===== src/rtl/uart_pkg.sv =====
// Shared types and constants for the buffered UART word transmitter.
package uart_pkg;

  typedef enum logic [1:0] {
    PAR_NONE = 2'd0,
    PAR_ODD  = 2'd1,
    PAR_EVEN = 2'd2
  } parity_t;

  typedef enum logic [1:0] {
    IDLE,
    NEXT,
    SEND
  } state_t;

  localparam logic [31:0] DEFAULT_ID_WORD = 32'h534c4131;

  function automatic logic parity_bit(input logic [7:0] d, input parity_t mode);
    return (mode == PAR_ODD) ? ~(^d) : ^d;
  endfunction

endpackage


===== src/rtl/uart_tx_fifo.sv =====
// Synchronous word FIFO with occupancy count; read data is the head entry.
module uart_tx_fifo
  import uart_pkg::*;
#(
  parameter int WIDTH = 36,
  parameter int DEPTH = 4
) (
  input  logic                     clk,
  input  logic                     rst,
  input  logic                     push,
  input  logic [WIDTH-1:0]         push_data,
  input  logic                     pop,
  output logic [WIDTH-1:0]         pop_data,
  output logic                     full,
  output logic                     empty,
  output logic [$clog2(DEPTH):0]   level
);

  localparam int AW = $clog2(DEPTH);

  logic [WIDTH-1:0] mem [DEPTH];
  logic [AW-1:0]    wr_ptr;
  logic [AW-1:0]    rd_ptr;

  always_ff @(posedge clk) begin
    if (push) mem[wr_ptr] <= push_data;
  end

  always_ff @(posedge clk or posedge rst) begin
    if (rst) begin
      wr_ptr <= '0;
      rd_ptr <= '0;
      level  <= '0;
    end else begin
      if (push) wr_ptr <= wr_ptr + AW'(1);
      if (pop)  rd_ptr <= rd_ptr + AW'(1);
      case ({push, pop})
        2'b10:   level <= level + (AW+1)'(1);
        2'b01:   level <= level - (AW+1)'(1);
        default: ;
      endcase
    end
  end

  assign pop_data = mem[rd_ptr];
  assign full     = (level == (AW+1)'(DEPTH));
  assign empty    = (level == '0);

endmodule


===== src/rtl/uart_tx_stream.sv =====
// Buffered word transmitter: FIFO of masked words, serialised byte by byte as
// UART frames with optional parity, XON/XOFF pause and ID-word injection.
module uart_tx_stream
  import uart_pkg::*;
#(
  parameter int          FREQ       = 100_000_000,
  parameter int          BAUD       = 921_600,
  parameter int          BIT_CYCLES = FREQ / BAUD,
  parameter int          NBYTES     = 4,
  parameter int          FIFO_DEPTH = 4,
  parameter int          PARITY     = 0,
  parameter int          STOP_BITS  = 1,
  parameter logic [63:0] ID_WORD    = 64'(DEFAULT_ID_WORD)
) (
  input  logic                          clk,
  input  logic                          rst,
  input  logic                          wr_valid,
  output logic                          wr_ready,
  input  logic [8*NBYTES-1:0]           wr_data,
  input  logic [NBYTES-1:0]             wr_mask,
  input  logic                          id_req,
  input  logic                          xon,
  input  logic                          xoff,
  output logic                          busy,
  output logic [$clog2(FIFO_DEPTH):0]   fifo_level,
  output logic                          uart_tx
);

  localparam int      DW    = 8 * NBYTES;
  localparam int      FW    = 9 * NBYTES;
  localparam int      NBITS = 10 + ((PARITY != 0) ? 1 : 0) + (STOP_BITS - 1);
  localparam int      IW    = $clog2(NBYTES + 1);
  localparam int      CW    = $clog2(BIT_CYCLES);
  localparam parity_t PMODE = parity_t'(2'(PARITY));

  state_t           state;
  logic             paused;
  logic             id_pending;
  logic             data_push;
  logic             id_push;
  logic             push;
  logic             pop;
  logic             full;
  logic             empty;
  logic [FW-1:0]    push_data;
  logic [FW-1:0]    pop_data;
  logic [DW-1:0]    hold_data;
  logic [NBYTES-1:0] hold_mask;
  logic [IW-1:0]    idx;
  logic [CW-1:0]    baud_cnt;
  logic [3:0]       bits_left;
  logic [11:0]      shift;
  logic [11:0]      frame;

  assign wr_ready  = !full;
  assign data_push = wr_valid && !full;
  assign id_push   = id_pending && !full && !data_push;
  assign push      = data_push || id_push;
  assign push_data = data_push ? {wr_mask, wr_data} : {{NBYTES{1'b0}}, ID_WORD[DW-1:0]};
  assign pop       = (state == IDLE) && !empty && !paused;
  assign busy      = (state != IDLE) || (fifo_level != '0) || paused || id_pending;

  uart_tx_fifo #(
    .WIDTH (FW),
    .DEPTH (FIFO_DEPTH)
  ) fifo (
    .clk       (clk),
    .rst       (rst),
    .push      (push),
    .push_data (push_data),
    .pop       (pop),
    .pop_data  (pop_data),
    .full      (full),
    .empty     (empty),
    .level     (fifo_level)
  );

  always_ff @(posedge clk or posedge rst) begin
    if (rst) begin
      paused     <= 1'b0;
      id_pending <= 1'b0;
    end else begin
      paused     <= xoff | (paused & ~xon);
      id_pending <= id_req | (id_pending & ~id_push);
    end
  end

  // Bits above NBITS stay 1, so the shifter can be a fixed 12 bits wide.
  always_comb begin
    frame      = '1;
    frame[0]   = 1'b0;
    frame[8:1] = hold_data[7:0];
    if (PMODE != PAR_NONE) frame[9] = parity_bit(hold_data[7:0], PMODE);
  end

  // The current byte is always hold_data[7:0] / hold_mask[0]; both shift down as idx advances.
  always_ff @(posedge clk or posedge rst) begin
    if (rst) begin
      state     <= IDLE;
      hold_data <= '0;
      hold_mask <= '0;
      idx       <= '0;
      baud_cnt  <= '0;
      bits_left <= '0;
      shift     <= '1;
      uart_tx   <= 1'b1;
    end else begin
      uart_tx <= shift[0];
      case (state)
        IDLE: begin
          if (pop) begin
            {hold_mask, hold_data} <= pop_data;
            idx   <= '0;
            state <= NEXT;
          end
        end
        NEXT: begin
          if (idx == IW'(NBYTES)) begin
            state <= IDLE;
          end else if (hold_mask[0] || !paused) begin
            idx       <= idx + IW'(1);
            hold_data <= hold_data >> 8;
            hold_mask <= hold_mask >> 1;
            if (!hold_mask[0]) begin
              shift     <= frame;
              baud_cnt  <= CW'(BIT_CYCLES - 1);
              bits_left <= 4'(NBITS - 1);
              state     <= SEND;
            end
          end
        end
        SEND: begin
          if (baud_cnt == '0) begin
            baud_cnt <= CW'(BIT_CYCLES - 1);
            if (bits_left == '0) begin
              shift <= '1;
              state <= NEXT;
            end else begin
              shift     <= {1'b1, shift[11:1]};
              bits_left <= bits_left - 4'd1;
            end
          end else begin
            baud_cnt <= baud_cnt - CW'(1);
          end
        end
        default: state <= IDLE;
      endcase
    end
  end

endmodule

===== config.mk =====
export PLATFORM = sky130hd
export DESIGN_NAME = uart_tx_stream
export DESIGN_NICKNAME = d
export VERILOG_FILES = /design/src/rtl/uart_pkg.sv /design/src/rtl/uart_tx_fifo.sv /design/src/rtl/uart_tx_stream.sv
export SDC_FILE = /design/constraint.sdc
export NUM_CORES = 1
export LEC_CHECK = 0
export ABC_AREA = 1
export CORE_MARGIN = 5
export CORE_UTILIZATION = 44
export DETAILED_ROUTE_END_ITERATION = 8
export GPL_TIMING_DRIVEN = 0
export PLACE_DENSITY_LB_ADDON = 0.3
export SETUP_SLACK_MARGIN = 0.4
export SLEW_MARGIN = 15
export SYNTH_ARGS = -nofsm -noshare
export SYNTH_HDL_FRONTEND = slang
export SYNTH_SLANG_ARGS = --single-unit
export TNS_END_PERCENT = 100

===== constraint.sdc =====
create_clock -name clk -period 4.5 [get_ports clk]
set_clock_uncertainty 0.05 [all_clocks]
set_input_delay 1.125 -clock clk [delete_from_list [all_inputs] [get_ports clk]]
set_output_delay 1.125 -clock clk [all_outputs]
set_load 0.02 [all_outputs]

# Yosys cells after proc, flatten, opt, wreduce, memory -nomap -nowiden
# Memory sizes are Yosys's and may differ from the RTL's.
# Index checks and enable logic that the tools add are counted.
# classes
n_addsub	7
n_mul	0
div_mod_pow	0
n_lt_le_gt_ge	0
eq_ne	15
shifts	0
mux	40
bitwise	6
reduce_logical	28
# ops
cell	count
$mux 32	3
$pmux 32 s2	1
$mux 12	4
$mux 36	1
$mux 4	8
$mux 7	4
$pmux 12 s2	1
$pmux 4 s2	2
$pmux 7 s2	1
$mux 2	6
$ne 2x2->1 const B	6
$pmux 3 s2	2
$mux 11	1
$reduce_and 5->1	2
$mux 3	3
$reduce_and 4->1	2
$reduce_bool 2->1	4
$logic_not 7->1	1
$sub 7x1->7 const B	1
$add 3x1->3 const B	2
$eq 3x3->1 const B	2
$ne 3x3->1 const B	2
$pmux 2 s3	1
$reduce_and 6->1	1
17 further kinds	35
# totals
ff_bits	74
latch_bits	0
mem_bits_rw	144
mem_bits_ro	0
inputBits	42
output_inout_bits	6
word_cells	110
memories	1
# mem_list
memory	depth	width	rd	rd_clocked_by_memory_dff	wr	line_no	source
fifo.mem	4	36	1	0	1	uart_tx_fifo.sv:21	logic [WIDTH-1:0] mem [DEPTH];

# Depth between registers and ports, before layout
# Gate-level depths: netlist of run 1.
# logic_depth
ltp_word	8
mapped_depth	12
mapped_depth_nobuf	12

# By module
# From an unflattened synthesis of run 1, not the netlist that was laid out.
# unflattened
hier_cells	982
hier_area_um2	9796.9
# by_module_without_submodules
mod	n_inst	cells_each	area_each_um2	seq_area_each_um2
uart_tx_fifo	1	469	6164.7	4499.3
uart_tx_stream	1	513	3632.2	1614.0

# Worst setup path before layout of run 1
# OpenSTA, ideal clock, no wires.
# synth_path
path_type	input to register
from	input wr_valid
to	memory fifo.mem[0][0], enable pin
setup_ns	0.429
arrival_ns	2.845
required_time_ns	4.021
setup_slack_ns	1.176
cell_stages	2
n_path_buf	0
path_cell_list	o21ai_1 > nor2_1
# synth_via
elab_chain_len	6
# synth_lines
element	line_no	source
start, declared	uart_tx_stream.sv:17	input logic wr_valid,
$logic_and 1x1->1 (*)	uart_tx_stream.sv:56	assign data_push = wr_valid && !full;
$logic_not 1->1	uart_tx_stream.sv:57	assign id_push = id_pending && !full && !data_push;
$logic_and 1x1->1	uart_tx_stream.sv:57	
$logic_or 1x1->1 (*)	uart_tx_stream.sv:58	assign push = data_push || id_push;
$mux 1 (*)	uart_tx_fifo.sv:26	if (push) mem[wr_ptr] <= push_data;
$mux 1 (not written as such) (*)	uart_tx_fifo.sv:26	
end, declared	uart_tx_fifo.sv:21	
# Every way passes the cells marked *; elsewhere a longest branch is shown, timed or not.

# Final worst setup path of run 1
# layout_path
from	register fifo.level[0]
to	output busy
# layout_via
elab_chain_len	4
# layout_lines
element	line_no	source
start, declared	uart_tx_fifo.sv:16	output logic [$clog2(DEPTH):0] level
start signal, assigned	uart_tx_fifo.sv:38	2'b10: level <= level + (AW+1)'(1);
start signal, assigned	uart_tx_fifo.sv:39	2'b01: level <= level - (AW+1)'(1);
$reduce_bool 3->1	uart_tx_stream.sv:61	assign busy = (state != IDLE) || (fifo_level != '0) || paused || id_pending;
$logic_or 1x1->1 (3 in a row)	uart_tx_stream.sv:61	
end, declared	uart_tx_stream.sv:24	output logic busy,
# Every way passes these cells.

==> metrics.md, run 1 <==
| Metric | Value |
|---|---|
| First-pass GRT wire length | `~34 mm` |
| Int Pwr | `between 0.004 and 0.005 W` |
| Clock Pin Slew Worst Setup and Hold Paths | `approximately 0.060 ns` |
| Yosys warning count | `0` |
| Initial DRT Pass Iterations | `5` |
| Post-DR vias/cell | `approximately 5.0` |
| Worst min-delay path endpoint | `uart_tx$_DFF_PP1_` |
| Leak pwr | `about 4.7 nW` |
| R2R cell count | `8` |
| Adder-cell share of the synthesized area | `0.01546` |
| Final WL | `~21 mm` |
| Top-area cell type share of the netlist area | `0.4607` |
| Max Fclk | `323.4 MHz` |
| Gr usage total | `0.1768` |
| WL/cell | `16.28 µm` |
| Hold_buf cts | `0` |
| Relative slew slack | `0.3165` |
| Crit. End Element | `output port` |
| Initial cell density of the core | `0.4465` |
| Clock Tree Buf Depth | `3` |
| Largest net degree at the start of global routing | `38` |
| H-Tree Level Count | `1` |
| Core ar. | `between 20,000 and 25,000 µm²` |
| Fin. max-slew vios | `0` |
| #FFs+latches synth | `215` |
| Die height | `roughly 160 µm` |
| Layout cells sized above 1 | `0.1112` |
| Slew @ Worst Pin | `slightly above 1 ns` |
| TritonCTS buffer count | `24` |
| Post-synthesis sequential area ratio | `0.6513` |
| Switching Share | `0.3514` |
| Inserted Diodes | `0` |
| CTS tree | `built` |
| Distinct cells, synth | `38` |
| Io pins | `48` |
| Hold/Removal Path Class | `register to register` |
| Fin util | `0.5298` |
| Outcome | `complete, no violations` |
| RePlAce Congestion | `a little under 0.8` |
| Post-layout minimum cycle time | `3.092 ns` |
| Final period util | `0.6870` |
| # resized after CTS | `0` |
| Clock share of power | `0.251` |
| Root Driver | `clkbuf_16` |
| Detailed-route DRC error count | `0` |
| FF-to-FF End | `fifo.level[1]$_DFFE_PP0P_` |
| Setup bufs post-CTS | `0` |
| Post-synthesis compound-gate area fraction | `0.07265` |
| CP max stage delay | `approximately 0.53 ns` |
| Antenna violations before repair | `0` |
| Maximum VDD drop | `approximately 0.34 mV` |
| Net switching power | `about 0.0027 W` |
| CP max FO | `5` |
| Initial DRC Count | `493` |
| Setup repair after global routing missed its margin | `no` |
| Startpoint Class | `register` |
| Worst EP required | `about 3.3 ns` |
| Syn nets | `991` |
| Final instance area | `roughly 11,000 µm²` |
| Synthesis-to-finish area growth | `18.65%` |
| PD cells | `684.2 nW/µm²` |
| Die Span X | `roughly 160 µm` |
| Sequential power share | `0.429` |
| Clk sinks | `around 220` |
| DP Area | `between 10,000 and 15,000 µm²` |
| Hold wc startpoint | `shift[0]$_DFFE_PP1P_` |
| Worst EP arrival | `around 1.9 ns` |
| Final setup viols | `0` |
| FF-to-FF setup slack | `between 2 and 2.5 ns` |
| Routed vias | `~6,600` |
| Post-synthesis cell count | `approximately 940` |
| Xor/xnor cell area share of the yosys netlist | `0.002799` |
| Final hold vios | `0` |
| Synth Area in Simple Gates | `0.2002` |
| Total design power | `0.007620 W` |
| Slowest CP cell | `clkdlybuf4s50_1` |
| Routed Antenna Nets | `0` |
| Hold Path Cell Cnt | `0` |
| R2r startpoint | `fifo.level[0]$_DFFE_PP0P_` |
| Final-stage net count | `approximately 1,100` |
| Grt ovf | `0` |
| Max cap viols | `0` |
| HPWL after DPL | `13.85 mm` |
| Comb power frac | `0.320` |
| Synth Area per Inst | `between 10 and 15 µm²` |
| Die area | `around 24,000 µm²` |
| Post-synthesis mux area share | `0` |
| Vias in the first global route | `between 6,000 and 7,000` |
| Critical path cell sequence | `nor2_1, nand2_1, nor2_1, nand2_1, clkdlybuf4s50_1` |
| Clock Latency Late Sink | `between 0.5 and 0.6 ns` |
| # rows | `53` |
| Crit Path Class | `register to output port` |
| Synth top area cells | `edfxtp_1 46%, dfrtp_1 16%, nand2_1 7.5%` |
| Largest family of logic cells by synthesized area | `simple AND/OR/NAND/NOR gates` |
| Post-synth top area cell | `edfxtp_1` |
| Mapped Area | `roughly 9400 µm²` |
| Port-buffer cells | `47` |
[flip-flops by register name (all words and copies together), names as in the netlist]
register / cells
hold_data: 32
paused: 1
fifo.mem: 144
fifo.level: 3
hold_mask: 4
shift: 9
id_pending: 1
state: 2
fifo.rd_ptr: 2
uart_tx: 1
idx: 3
fifo.wr_ptr: 2
baud_cnt: 7
bits_left: 4
[critical path, delay by kind of cell, from the launching register on]
| family | cells | cell delay, ns |
|---|---|---|
| and+or+nand+nor | 4 | 0.44 |
| buffers and inverters | 1 | 0.53 |
| DFF | 1 | 0.44 |
[metrics by stage]
step / hold slack, ns / setup slack (ns) / TNS [ns] / std cells
after floorplan: 0.3040 / 1.176 / 0 / 938
after global placement: 0.3055 / -0.7985 / -102.17 / 1260
after detailed placement: 0.3082 / 1.066 / 0 / 1265
after CTS: 0.3164 / 1.385 / 0 / 1309
after global routing: 0.3236 / 1.296 / 0 / 1309
final: 0.3116 / 1.408 / 0 / 1309
[cell usage in the layout, fill, tap and decap left out, drive strengths merged, types with 2 or more instances in the layout]
cell,n
edfxtp,144
clkbuf,56
clkinv,7
inv,87
o22ai,7
dfrtp,61
a21oi,2
dfstp,10
buf,28
nor2,186
nand3,43
o21ai,113
nand2,193
ha,10
clkdlybuf4s50,47
nand4,9
or2,20
xor2,2
[power groups by stage]
stage / registers, W / logic, W / clock network, W
after detailed placement: 0.00331 / 0.00245 / 0
after global routing: 0.00335 / 0.00276 / 0.00202
after CTS: 0.00327 / 0.00247 / 0.00194
final: 0.00327 / 0.00244 / 0.00191
after global placement: 0.00333 / 0.00226 / 0
after floorplan: 0.00327 / 0.00157 / 0
[metal layers]
layer	global-route usage	up-vias	part of all wire
li1	-	3234	-
met1	0.2395	3178	0.44
met2	0.3008	161	0.49
met3	0.02552	34	0.050
met4	0.04627	0	0.023
met5	0	-	0
[cell type report]
cell class | count | area [µm²]
Fill cell | 1852 | 9884
Timing Repair Buffer | 52 | 585.6
Sequential cell | 215 | 6113
Clock inverter | 7 | 88.84
Inverter | 88 | 332.8
Multi-Input combinational cell | 593 | 2763
Tap cell | 275 | 344.1
Clock buffer | 37 | 699.4
Buffer | 42 | 210.2
[worst max-delay path by stage]
| stage | startpoint | end | slack, ns | depth (start not counted) |
|---|---|---|---|---|
| after floorplan | wr_valid | fifo.mem[0][0]$_DFFE_PP_ | 1.18 | 2 |
| after global placement | wr_valid | fifo.mem[2][25]$_DFFE_PP_ | -0.80 | 3 |
| after detailed placement | wr_valid | fifo.level[1]$_DFFE_PP0P_ | 1.07 | 7 |
| after CTS | fifo.level[0]$_DFFE_PP0P_ | busy | 1.38 | 5 |
| after global routing | fifo.level[0]$_DFFE_PP0P_ | busy | 1.30 | 5 |
| final | fifo.level[0]$_DFFE_PP0P_ | busy | 1.41 | 5 |
[kinds of logic after synthesis]
kind of cell	after synthesis
compound gates	127
fa+ha+maj	11
simple gates	452
buf+inv	130
xor+xnor	3
flops	215
[synth_stat cells, drive strengths merged]
cell / count
nand2: 193
nor2: 186
edfxtp: 144
o21ai: 113
inv: 87
dfrtp: 61
nand3: 43
buf: 23
or2: 20
clkbuf: 19
dfstp: 10
ha: 10
nand4: 9
o22ai: 7
a21oi: 2
xor2: 2
a21o: 1
a22oi: 1
a31oi: 1
clkinv: 1
fa: 1
nor3: 1
o211ai: 1
o21bai: 1
xnor2: 1
Power figures use the tool's default switching activity.
==> inputs of run 2 (changes only) <==
clock period = 2.9 ns   (was 4.5 ns; I/O delays follow)
==> run 2 against run 1 <==
Compared with the run above: design area decreased by 0.43%; register-to-register slack worse by 1.5 ns; sequential share of layout area grew 0.25 points; count of clock-buffer cells in the layout decreased by 3; critical path type unchanged.
==> metrics.md, run 2 (synthesis gave the netlist of run 1 again) <==
| Metric | Value |
|---|---|
| First-pass GRT wire length | `33.93 mm (-0.34%)` |
| Crit Path Class | `register to output port` |
| Worst EP required | `2.12 ns (-1.20 ns)` |
| CP max FO | `5 (unchanged)` |
| Gr usage total | `0.1751 (-0.001733)` |
| Largest net degree at the start of global routing | `35 (-7.9%)` |
| Setup repair after global routing missed its margin | `no` |
| Die area | `24,350 µm² (unchanged)` |
| Cell Count, Final, Fillers Out | `1,308 (-0.076%)` |
| Post-layout minimum cycle time | `approximately 2.4 ns` |
| Top reg by flops | `fifo.mem` |
| H-Tree Level Count | `1 (unchanged)` |
| Fin. max-slew vios | `0 (unchanged)` |
| WL/cell | `16.08 µm (-1.3%)` |
| Synthesis-to-finish area growth | `18.14%` |
| Die Span X | `156.1 µm (unchanged)` |
| Antenna violations before repair | `0 (unchanged)` |
| Outcome | `complete, no violations` |
| Min Hold Slack | `0.3174 ns (+0.005799 ns)` |
| Die height | `156.1 µm (unchanged)` |
| Initial cell density of the core | `0.4465 (unchanged)` |
| Hold/Removal Path Class | `register to register` |
| Grt ovf | `0 (unchanged)` |
| Startpoint Class | `register` |
| Detailed-route DRC error count | `0 (unchanged)` |
| Max Fclk | `roughly 420 MHz` |
| Layout cells sized above 1 | `0.1123 (+0.001076)` |
| HPWL after DPL | `14.25 mm (+2.9%)` |
| Routed vias | `6,544 (-0.95%)` |
| CTS tree | `built` |
| Fin util | `0.5275 (-0.002262)` |
| Clock Tree Buf Depth | `3 (unchanged)` |
| Max reg flops | `144 (unchanged)` |
| Slew @ Worst Pin | `0.7661 ns (-0.2523 ns)` |
| Routed Antenna Nets | `0 (unchanged)` |
| # rows | `53 (unchanged)` |
| Hold_buf cts | `0 (unchanged)` |
| Final WL | `21.03 mm (-1.4%)` |
| TritonCTS buffer count | `23 (-4.2%)` |
| RePlAce Congestion | `0.7953 (+0.76%)` |
| Clk sinks | `215 (unchanged)` |
| Final period util | `0.8282` |
| Root Driver | `clkbuf_16` |
| FF-to-FF setup slack | `0.70 ns (-1.45 ns)` |
| Final-stage net count | `1,069 (unchanged)` |
| Inserted Diodes | `0 (unchanged)` |
| Port-buffer cells | `47 (unchanged)` |
| Core ar. | `21,020 µm² (unchanged)` |
| Worst setup margin | `0.4982 ns (-0.9101 ns)` |
| Initial DRT Pass Iterations | `5 (unchanged)` |
| Largest regs | `fifo.mem x144, hold_data x32, shift x9` |
| Commonest non-fill, non-tap cell in the layout | `nand2_1` |
| Io pins | `48 (unchanged)` |
| Clock Latency Late Sink | `0.52 ns (about the same)` |
| Pre-CTS WS | `-0.09665 ns (-1.163 ns)` |
| Leak pwr | `4.655 nW (-0.72%)` |
| Clock Pin Slew Worst Setup and Hold Paths | `0.06 ns (about the same)` |
| Most frequent cells in the layout | `187 x nand2_1, 177 x nor2_1, 144 x edfxtp_1, 101 x o21ai_0, 81 x inv_1` |
| PD cells | `1050 nW/µm² (+53%)` |
| Crit. End Element | `output port` |
| Relative slew slack | `0.4881 (+0.1715)` |
| Final hold vios | `0 (unchanged)` |
| Maximum VDD drop | `0.5791 mV (+71%)` |
| Initial DRC Count | `527 (+6.9%)` |
| Vias in the first global route | `6,423 (-1.5%)` |
| Worst EP arrival | `1.63 ns (-0.29 ns)` |
| Final setup viols | `0 (unchanged)` |
| Max cap viols | `0 (unchanged)` |
| Post-DR vias/cell | `5.003 (-0.88%)` |
| Placed Cells | `1,266 (+0.079%)` |
==> run 2: layer usage <==
layer | vias up | part of all wire | track usage
met2 | 167 | 0.48 | 0.2905
met4 | 0 | 0.025 | 0.05461
met5 | - | 0 | 0
li1 | 3238 | - | -
met3 | 39 | 0.049 | 0.02607
met1 | 3100 | 0.45 | 0.2392
==> run 2: cell type report <==
cell class / count / area (µm²)
fill: 1847 / 9932
sequential: 215 / 6115
multi-input combinational: 593 / 2774
clock buffer: 34 / 636.9
timing repair buffer: 53 / 599.3
tap: 275 / 344.1
inverter: 88 / 334.1
buffer: 42 / 210.2
clock inverter: 8 / 76.32
==> run 2: stage by stage <==
| step | setup TNS [ns] | total power (W) | instance area [µm²] |
|---|---|---|---|
| 2_1_floorplan | 0 | 0.007509 | 9400 |
| 3_3_place_gp | -111.83 | 0.008639 | 10210 |
| 3_5_place_dp | -0.1521 | 0.008923 | 10370 |
| 4_1_cts | 0 | 0.01173 | 11090 |
| 5_1_grt | 0 | 0.01243 | 11090 |
| 6_report | 0 | 0.01164 | 11090 |
==> run 2: path summary, 6_finish.rpt <==
kind,startpoint,to,cells past startpoint
hold / removal,shift[0]$_DFFE_PP1P_,uart_tx$_DFF_PP1_,0
setup reg to reg,fifo.level[0]$_DFFE_PP0P_,fifo.mem[1][26]$_DFFE_PP_,6
setup / recovery,fifo.level[0]$_DFFE_PP0P_,busy,5
hold reg to reg,shift[0]$_DFFE_PP1P_,uart_tx$_DFF_PP1_,0
min in group asynchronous,rst,bits_left[3]$_DFFE_PP0P_,2
max in group asynchronous,rst,shift[7]$_DFFE_PP1P_,4
==> run 2: report_power, final <==
| group | switching [W] | internal (W) |
|---|---|---|
| Combinational | 0.00253 | 0.00124 |
| Clock | 0.00118 | 0.00162 |
| Sequential | 0.000413 | 0.00467 |
| Total | 0.00412 | 0.00753 |
==> run 2: repair_timing <==
| item | 4_1_cts | 5_1_grt |
|---|---|---|
| setup buffers | 0 | 0 |
| setup endpoints to repair | 2 | 3 |
| cloned | 0 | 0 |
| endpoints found under the hold margin | 0 | 0 |
| gates resized for setup | 7 | 2 |
==> run 2: critical path, cell delays in order, from the launching register on <==
cell and delay (ns):
dfrtp_2 0.44, nor2_2 0.15, nand2_2 0.11, nor2_2 0.14, nand2_1 0.10, clkbuf_2 0.17
==> inputs of run 3 (changes only) <==
clock period = 2.1 ns   (was 2.9 ns; I/O delays follow)
==> run 3 against run 2 <==
Compared with the run above: sequential cell count did not move; design area rose by 6.4%; worst setup slack got worse by 0.44 ns; core utilization is 3.4 points higher; sequential power is 38% higher; via count rose by 3.3%; power is 46% higher; critical path type unchanged; largest cell class unchanged; highest routed layer unchanged.
==> metrics.md, run 3 (synthesis gave the netlist of run 1 again) <==
| Metric | Value |
|---|---|
| Filler cell count | `1,778 (-3.7%)` |
| Largest net degree at the start of global routing | `31 (-11%)` |
| Initial cell density of the core | `0.4465 (unchanged)` |
| Inserted Diodes | `0 (unchanged)` |
| Synthesis-to-finish area growth | `25.70%` |
| Clock Pin Slew Worst Setup and Hold Paths | `0.06 ns (about the same)` |
| CP max FO | `3 (-2)` |
| Int Pwr | `0.01104 W (+47%)` |
| Pre-CTS WS | `-0.5599 ns (-0.4633 ns)` |
| Post-DR vias/cell | `5.007 (about the same)` |
| Final instance area | `11,800 µm² (+6.4%)` |
| # rows | `53 (unchanged)` |
| Net switching power | `0.005955 W (+45%)` |
| Fin. max-slew vios | `0 (unchanged)` |
| Max Fclk | `between 400 and 500 MHz` |
| RePlAce Congestion | `0.8138 (+2.3%)` |
| FF+latch area | `6118 µm² (about the same)` |
| Vias in the first global route | `6,529 (+1.7%)` |
| Hold wc startpoint | `shift[0]$_DFFE_PP1P_` |
| First-pass GRT wire length | `34.79 mm (+2.5%)` |
| Leak pwr | `5.032 nW (+8.1%)` |
| PD cells | `1441 nW/µm² (+37%)` |
| Clock Latency Late Sink | `0.52 ns (about the same)` |
| Die area | `24,350 µm² (unchanged)` |
| Port-buffer cells | `47 (unchanged)` |
| Final WL | `22.11 mm (+5.2%)` |
| Comb power frac | `0.359 (+0.036)` |
| Final hold vios | `0 (unchanged)` |
| Top reg by flops | `fifo.mem` |
| Final setup viols | `0 (unchanged)` |
| FF-to-FF setup slack | `0.36 ns (-0.34 ns)` |
| Slew @ Worst Pin | `0.4897 ns (-0.2764 ns)` |
| Core ar. | `21,020 µm² (unchanged)` |
| Startpoint Class | `register` |
| Crit. End Element | `output port` |
| Initial DRT Pass Iterations | `5 (unchanged)` |
| WL/cell | `16.38 µm (+1.9%)` |
| R2R cell count | `7 (+1)` |
| Final period util | `0.9723` |
| Relative slew slack | `0.6728 (+0.1848)` |
| Cell Count, Final, Fillers Out | `1,350 (+3.2%)` |
| Maximum VDD drop | `0.9321 mV (+61%)` |
| Clk sinks | `215 (unchanged)` |
| Layout cells sized above 1 | `0.1898 (+0.07747)` |
| Routed vias | `6,760 (+3.3%)` |
| Final-stage net count | `1,111 (+3.9%)` |
| HPWL after DPL | `13.86 mm (-2.7%)` |
| Post-layout minimum cycle time | `roughly 2.0 ns` |
| Die Span X | `156.1 µm (unchanged)` |
| Root Driver | `clkbuf_16` |
| H-Tree Level Count | `1 (unchanged)` |
| Max reg flops | `144 (unchanged)` |
| Antenna violations before repair | `0 (unchanged)` |
| FF-to-FF End | `fifo.mem[0][12]$_DFFE_PP_` |
| Outcome | `complete, no violations` |
| Placed Cells | `1,265 (-0.079%)` |
| Sequential power share | `0.413 (-0.024)` |
| Hold/Removal Path Class | `register to register` |
| Worst EP arrival | `1.47 ns (-0.16 ns)` |
| DP Area | `10,380 µm² (about the same)` |
| Clock Tree Buf Depth | `3 (unchanged)` |
| CP max stage delay | `0.41 ns (-0.03 ns)` |
| Detailed-route DRC error count | `0 (unchanged)` |
| Switching Share | `0.3503 (-0.003286)` |
| Max cap viols | `0 (unchanged)` |
| Worst EP required | `1.52 ns (-0.60 ns)` |
| Total design power | `0.01700 W (+46%)` |
| Most frequent cells in the layout | `181 x nand2_1, 176 x nor2_1, 144 x edfxtp_1, 94 x o21ai_0, 76 x inv_1` |
| Gr usage total | `0.1802 (+0.005104)` |
| Critical path startpoint | `paused$_DFF_PP0_` |
| Crit Path Class | `register to output port` |
| TritonCTS buffer count | `23 (unchanged)` |
| Worst setup margin | `0.05813 ns (-0.4401 ns)` |
| Routed Antenna Nets | `0 (unchanged)` |
| CP Capture Point | `busy` |
| Largest regs | `fifo.mem x144, hold_data x32, shift x9` |
| Slowest CP cell | `dfrtp_1` |
| Initial DRC Count | `635 (+20%)` |
| Setup repair after global routing missed its margin | `yes` |
| Multi-input gate area | `2904 µm² (+4.7%)` |
| Commonest non-fill, non-tap cell in the layout | `nand2_1` |
| Io pins | `48 (unchanged)` |
| Critical path cell sequence | `inv_1, nand3_2, inv_2, nand2_2, buf_6` |
| R2r startpoint | `fifo.level[2]$_DFFE_PP0P_` |
| Die height | `156.1 µm (unchanged)` |
| Grt ovf | `0 (unchanged)` |
| Clock share of power | `0.228 (-0.012)` |
| CTS tree | `built` |
run 3: worst min-delay path by stage:
stage	cells past startpoint	slack (ns)	to
after floorplan	0	0.30	uart_tx$_DFF_PP1_
after global placement	0	0.31	uart_tx$_DFF_PP1_
after detailed placement	0	0.31	uart_tx$_DFF_PP1_
after CTS	0	0.32	uart_tx$_DFF_PP1_
after global routing	0	0.32	uart_tx$_DFF_PP1_
final	0	0.32	uart_tx$_DFF_PP1_
run 3: per-stage QoR:
step                      hold slack, ns  utilization  TNS (ns)
final                             0.3157       0.5613         0
after detailed placement          0.3075       0.4938    -75.38
after global routing              0.3184       0.5613  -0.01318
after CTS                         0.3160       0.5466         0
after global placement            0.3058       0.4883   -120.81
after floorplan                   0.3040            -         0
run 3: area by class of cell:
type,count,area share
Buffer,42,0.02810
Sequential cell,215,0.5186
Timing Repair Buffer,94,0.08696
Inverter,88,0.02906
Clock inverter,11,0.008059
Clock buffer,31,0.05398
Tap cell,275,0.02916
Multi-Input combinational cell,594,0.2461
run 3: layer usage:
layer  vias up  track usage  routed length [µm]
li1       3327            -                   -
met4         0      0.05169                 620
met3        46      0.02191                1231
met5         -            0                   0
met2       187       0.2979               10650
met1      3200       0.2523                9611
run 3: power by group through the flow:
stage                     registers, W  clock network, W  logic [W]
after floorplan                0.00699                 0    0.00345
after global placement         0.00710                 0    0.00486
after detailed placement       0.00711                 0    0.00518
after CTS                      0.00701           0.00394    0.00579
after global routing           0.00715           0.00412    0.00684
final                          0.00702           0.00388    0.00610
run 3: repair_timing:
action | CTS | global route
pin swaps | 14 | 6
cloned | 1 | 2
hold buffers | 0 | 0
buffers inserted | 24 | 16
setup endpoints to repair | 294 | 202
resized for setup | 81 | 69
run 3: critical path: cells and delay by family, from the launching register on:
kind	cells	cell delay, ns
simple gates	2	0.20
buf+inv	3	0.36
flops	1	0.41
